$ cat src/rtl/lfsr_checker8.sv
`default_nettype none
// ============================================================================
//  Module   : lfsr_checker8
//  Purpose  : Receive-side checker for the 8-bit Fibonacci PRBS stream
//             (x^8+x^6+x^5+x^4+1, taps 7/5/4/3, period 255). Self-seeds
//             from the incoming bits, confirms the phase over LOCK_COUNT
//             correct predictions, then free-runs a local reference and
//             flags/counts every bit that disagrees with it.
//
//  Ports    : clk        rising-edge clock
//             reset      synchronous active-high reset
//             i          received serial bit
//             i_valid    qualifies i; with i_valid low all state holds
//             clr        synchronous clear of err_count
//             locked     registered, high while in the LOCKED state
//             err        registered one-cycle pulse per detected bit error
//             err_count  registered saturating 16-bit error count
//
//  Revision : 1.0  initial release
// ============================================================================
module lfsr_checker8 #(
  parameter int LOCK_COUNT = 8,   // consecutive HUNT matches to lock (1..255)
  parameter int LOSS_COUNT = 4    // consecutive LOCKED misses to drop (1..15)
) (
  input  logic        clk,
  input  logic        reset,
  input  logic        i,
  input  logic        i_valid,
  input  logic        clr,
  output logic        locked,
  output logic        err,
  output logic [15:0] err_count
);

  // --------------------------------------------------------------------------
  // Constants
  // --------------------------------------------------------------------------
  localparam logic [1:0] ST_SEED = 2'd0;
  localparam logic [1:0] ST_HUNT = 2'd1;
  localparam logic [1:0] ST_LOCK = 2'd2;

  localparam logic [7:0]  LOCK_TARGET = 8'(LOCK_COUNT);
  localparam logic [3:0]  LOSS_TARGET = 4'(LOSS_COUNT);
  localparam logic [15:0] COUNT_MAX   = 16'hFFFF;

  // --------------------------------------------------------------------------
  // State and datapath registers
  // --------------------------------------------------------------------------
  logic [1:0]  state;
  logic [1:0]  next_state;
  logic [7:0]  hist;        // history, hist[0] is the newest bit
  logic [2:0]  fill_cnt;    // bits collected while seeding
  logic [7:0]  match_cnt;   // consecutive correct predictions in HUNT
  logic [3:0]  loss_cnt;    // consecutive mismatches in LOCKED

  // Next values of the registered outputs
  logic        locked_d;
  logic        err_d;
  logic [15:0] err_count_d;

  // --------------------------------------------------------------------------
  // Combinational helpers
  // --------------------------------------------------------------------------
  logic       pred;
  logic [7:0] hist_rx_shift;
  logic [7:0] hist_ref_shift;
  logic       hunt_match;
  logic       lock_miss;
  logic [7:0] match_inc;
  logic [3:0] loss_inc;
  logic       count_event;

  // Next generator bit predicted from the current history.
  assign pred = hist[7] ^ hist[5] ^ hist[4] ^ hist[3];

  // While seeding/hunting the received bit enters the history; once locked
  // the prediction does, so the reference free-runs and one corrupted bit
  // cannot contaminate later predictions.
  assign hist_rx_shift  = {hist[6:0], i};
  assign hist_ref_shift = {hist[6:0], pred};

  // An all-zero history is the LFSR lock-up state and never appears in a
  // real stream, so it is rejected even though it predicts 0 correctly.
  assign hunt_match = (i == pred) && (hist_rx_shift != 8'h00);
  assign lock_miss  = (i != pred);

  assign match_inc = match_cnt + 8'd1;
  assign loss_inc  = loss_cnt + 4'd1;

  // A counted error only exists for valid traffic in the LOCKED state.
  assign count_event = i_valid && (state == ST_LOCK) && lock_miss;

  // --------------------------------------------------------------------------
  // FSM: state register
  // --------------------------------------------------------------------------
  always_ff @(posedge clk) begin
    if (reset) begin
      state <= ST_SEED;
    end else begin
      state <= next_state;
    end
  end

  // --------------------------------------------------------------------------
  // FSM: next-state logic
  // --------------------------------------------------------------------------
  always_comb begin
    next_state = state;
    if (i_valid) begin
      case (state)
        ST_SEED: begin
          if (fill_cnt == 3'd7) begin
            next_state = ST_HUNT;
          end
        end
        ST_HUNT: begin
          if (hunt_match && (match_inc == LOCK_TARGET)) begin
            next_state = ST_LOCK;
          end
        end
        ST_LOCK: begin
          if (lock_miss && (loss_inc == LOSS_TARGET)) begin
            next_state = ST_SEED;
          end
        end
        default: begin
          next_state = ST_SEED;
        end
      endcase
    end
  end

  // --------------------------------------------------------------------------
  // FSM: output logic (next values for the output registers)
  // --------------------------------------------------------------------------
  always_comb begin
    // locked tracks the state being entered, so it falls on the same edge
    // that counts the loss-triggering error.
    locked_d    = (next_state == ST_LOCK);
    err_d       = count_event;
    err_count_d = err_count;
    if (count_event && (err_count != COUNT_MAX)) begin
      err_count_d = err_count + 16'd1;
    end
    // A clear coinciding with an error leaves that error counted.
    if (clr) begin
      err_count_d = {15'd0, count_event};
    end
  end

  // --------------------------------------------------------------------------
  // Output registers
  // --------------------------------------------------------------------------
  always_ff @(posedge clk) begin
    if (reset) begin
      locked    <= 1'b0;
      err       <= 1'b0;
      err_count <= 16'd0;
    end else begin
      locked    <= locked_d;
      err       <= err_d;
      err_count <= err_count_d;
    end
  end

  // --------------------------------------------------------------------------
  // Datapath: history and the three run counters
  // --------------------------------------------------------------------------
  always_ff @(posedge clk) begin
    if (reset) begin
      hist      <= 8'h00;
      fill_cnt  <= 3'd0;
      match_cnt <= 8'd0;
      loss_cnt  <= 4'd0;
    end else if (i_valid) begin
      case (state)
        ST_SEED: begin
          hist      <= hist_rx_shift;
          // Wraps 7 -> 0 on the eighth bit, ready for any later reseed.
          fill_cnt  <= fill_cnt + 3'd1;
          match_cnt <= 8'd0;
          loss_cnt  <= 4'd0;
        end
        ST_HUNT: begin
          hist     <= hist_rx_shift;
          fill_cnt <= 3'd0;
          loss_cnt <= 4'd0;
          // Cleared on a miss and also when lock is reached.
          if (hunt_match && (match_inc != LOCK_TARGET)) begin
            match_cnt <= match_inc;
          end else begin
            match_cnt <= 8'd0;
          end
        end
        ST_LOCK: begin
          hist      <= hist_ref_shift;
          fill_cnt  <= 3'd0;
          match_cnt <= 8'd0;
          // Cleared on a good bit and also when lock is dropped.
          if (lock_miss && (loss_inc != LOSS_TARGET)) begin
            loss_cnt <= loss_inc;
          end else begin
            loss_cnt <= 4'd0;
          end
        end
        default: begin
          hist      <= 8'h00;
          fill_cnt  <= 3'd0;
          match_cnt <= 8'd0;
          loss_cnt  <= 4'd0;
        end
      endcase
    end
  end

endmodule
`default_nettype wire

$ cat config.mk
export PLATFORM = sky130hd
export DESIGN_NAME = lfsr_checker8
export DESIGN_NICKNAME = d
export VERILOG_FILES = /design/src/rtl/lfsr_checker8.sv
export SDC_FILE = /design/constraint.sdc
export NUM_CORES = 1
export LEC_CHECK = 0
export ABC_AREA = 1
export BUFFER_PORTS_ARGS = -buffer_cell sky130_fd_sc_hd__buf_4
export CAP_MARGIN = 20
export CORE_ASPECT_RATIO = 0.6
export CORE_MARGIN = 4
export CORE_UTILIZATION = 58
export CTS_BUF_LIST = sky130_fd_sc_hd__clkbuf_4 sky130_fd_sc_hd__clkbuf_8 sky130_fd_sc_hd__clkbuf_16
export DETAILED_ROUTE_END_ITERATION = 8
export GPL_ROUTABILITY_DRIVEN = 0
export GPL_TIMING_DRIVEN = 0
export PLACE_DENSITY = 0.9
export SETUP_SLACK_MARGIN = 0.1
export SYNTH_ARGS = -nofsm -noshare
export SYNTH_HDL_FRONTEND = slang
export SYNTH_SLANG_ARGS = --single-unit
$ cat constraint.sdc
create_clock -name clk -period 1.9 [get_ports clk]
set_clock_uncertainty 0.1 [all_clocks]
set_input_delay 0.19 -clock clk [delete_from_list [all_inputs] [get_ports clk]]
set_output_delay 0.19 -clock clk [all_outputs]
set_load 0.005 [all_outputs]
==> impl_metrics.json <==
{
  "cp_max_fo": 8,
  "ys_async_sr_fraction_pct": 0,
  "dr_total_vias": 2303,
  "syn2layout_area_growth_pct": 26.07,
  "slowest_stage": "dfxtp_2",
  "antenna_found_initial": 0,
  "max-cap-violations": 0,
  "clkTransAtPathRegs_ps": 90,
  "track_usage_pct": 23.64,
  "ys_seq_area_share_pct": 37.84,
  "die_height_um": 56.51,
  "status": "completed",
  "slew_viol_final": 0,
  "critPathCaptureType": "flop",
  "postRouteAntennaNets": 0,
  "htreeDepth": 2,
  "cp_cell_sequence": "inv_2, nand2_2, nand2_4, inv_4, nand2_2, nand3_2, nand2_4, nand3_4, buf_8, nor2_8, nand2_2, o21ai_1, nor2_1",
  "synth_adder_area_share_pct": 3.300,
  "rsz0062_at_grt": "yes",
  "worstPathRequired_ps": 2000,
  "setup_violations": 0,
  "synth_cell_types": 36,
  "drc": 0,
  "clock_sinks": 43,
  "reg2regPathDepth": 13,
  "synth_warnings": 0,
  "synth_top_family_by_area": "simple AND/OR/NAND/NOR gates",
  "grt_overflow_total": 0,
  "drt_iter0_drc": 250,
  "worstSetupStartpointType": "flop",
  "tightest_slew_ps": 714.8,
  "syn_nets": 321,
  "hold_violations": 0,
  "path_class": "flop to flop",
  "path_common_cell": "nand2_2",
  "hold_ws_ps": 34.10,
  "diodes": 0,
  "synth_compound_area_share_pct": 13.31,
  "ir_worst_vdd_mv": 0.4921,
  "max_stage_delay_ps": 340,
  "die-area_mm2": 0.005021,
  "fmax_mhz": 554.1,
  "clk_latency_ps": 300,
  "path_delay_family": "simple AND/OR/NAND/NOR gates",
  "syn_avg_cell_area_um2": 7.338,
  "port_buffers": 21,
  "clockRootBuffer": "clkbuf_8",
  "min_period_over_period_pct": 94.99,
  "cts_made_buffers": 5,
  "path_depth": 13,
  "wl_per_cell_um": 15.41,
  "hold_path.class": "input pin to flop",
  "relSlewSlack_pct": 52.17,
  "first_pass_iters": 5,
  "grt_pass1_wl_um": 9287,
  "finalNetCount": 361,
  "ys_ff_latch": 43,
  "synth_edf_count": 0,
  "syn-cell-area_mm2": 0.002275,
  "drt-total-wl_um": 6135,
  "routed_via_density": 5.786,
  "cp_data_arrival_time_ps": 1910,
  "layout-drive-gt1-share_pct": 26.78,
  "finalCriticalPeriod_ps": 1805,
  "pin_count": 23,
  "rrSetupSlack_ps": 100,
  "core_area_mm2": 0.003722,
  "synthFlopType": "dfxtp_1",
  "start_util_pct": 61.11,
  "synthXorXnorAreaFrac_pct": 4.235,
  "timing.setup.tns_ps": 0,
  "clockBufferDepth": 2,
  "hpwlAfterDp_um": 3995,
  "syn_inst": 310,
  "grt_max_degree": 14,
  "cts_tree": "built",
  "fp-row-count": 17,
  "report.power.total_mw": 1.754,
  "yosys.area_share.simple_pct": 32.51,
  "die_w_um": 88.85,
  "grt_pass1_vias": 1962,
  "synth.area.mux_share_pct": 0,
  "holdPathStages": 2,
  "critical_path_buf_inv_count": 3,
  "power.leakage_nw": 1.142,
  "cellPowerDensity_mw_per_mm2": 611.7
}
==> synthesized netlist by cell type, drive strengths merged (2+ instances only) <==
library cell | count | area (µm²)
nor2 | 31 | 135.1
nand4 | 8 | 65.06
dfxtp | 43 | 860.8
o22ai | 2 | 12.51
ha | 6 | 75.07
nor3b | 3 | 37.54
nand2 | 67 | 261.5
buf | 2 | 16.26
inv | 44 | 165.1
nor3 | 12 | 87.58
a21oi | 12 | 63.81
nand3 | 26 | 140.1
xnor2 | 5 | 43.79
a32o | 2 | 20.02
clkbuf | 4 | 15.01
xor2 | 6 | 52.55
o32ai | 7 | 61.31
o21ai | 23 | 115.1
==> cell type report <==
class                   instances  area, µm²
plain buffers                   6      37.54
clock buffers                   6      82.58
flip-flops and latches         43      878.3
clock inverters                 2      35.03
repair buffers                 33      267.8
fillers                       256      854.6
well taps                      47      58.81
inverters                      45      171.4
multi-input cells             216       1336
==> where the power goes <==
part,switching (mW),leakage [nW],internal [mW]
registers,0.00588,0.352,0.905
clock network,0.325,0.0612,0.426
logic,0.0625,0.729,0.0299
total,0.394,1.14,1.36
==> through the flow <==
step                setup WS (ps)  cells  cell area (µm²)  utilization (%)
detailed placement         -49.87    378             2491            66.92
floorplan                   229.1    310             2275                -
CTS                         107.7    390             2660            71.46
global route                10.74    398             2868            77.04
finish                      95.27    398             2868            77.04
global placement          -0.2776    378             2491            66.92
==> cells by family after synthesis <==
kind of cell,Yosys count
adders and majority gates,6
DFF,43
and+or+nand+nor,149
buffers and inverters,51
AOI/OAI and AO/OA,50
xor gates and xnor gates,11
==> metal layers <==
layer,part of all wire [%],global-route usage [%]
met4,2.1,8.190
met1,44,37.04
met3,11,5.572
met2,42,30.66
met5,0,0
==> state kept, by name, summed over array words and instances, names as in the netlist <==
name and flops:
loss_cnt 4, err 1, state 2, fill_cnt 3, hist 8, locked 1
match_cnt 8, err_count 16
==> worst paths after layout <==
path                     from           end
hold / removal        i_valid   fill_cnt[0]
hold reg to reg   loss_cnt[3]   loss_cnt[3]
setup reg to reg      hist[5]  err_count[8]
setup / recovery      hist[5]  err_count[8]
==> cell usage in the layout, fill, tap and decap left out, types with 2 or more instances in the layout <==
cell	synthesis	routed
nor3b_2	3	3
nand2_1	63	56
nor3_2	1	2
nand4_1	7	7
clkbuf_8	0	6
nand2_4	0	3
xor2_1	6	6
inv_2	4	5
buf_4	0	32
a32o_1	2	2
nor2_2	1	5
o32ai_1	7	7
dfxtp_1	43	35
xnor2_1	5	5
o21ai_0	17	16
nor3_1	9	7
dfxtp_4	0	3
clkbuf_1	4	4
nor3_4	2	3
o22ai_1	2	2
nor2_4	0	3
inv_1	40	38
nand2_2	4	8
o21ai_1	6	6
nand3_1	24	20
a21oi_1	11	11
ha_1	6	5
nand3_2	2	5
dfxtp_2	0	5
nor2_1	29	22
==> what timing repair did <==
item                                   CTS  global route
setup buffers                            3             7
hold buffers                             1             0
gates resized for setup                  6            43
setup endpoints to repair               22            27
endpoints found under the hold margin    1             0
gates cloned                             0             1
pin swaps                                1            12
Note: power is estimated with default switching activity, not from simulation.
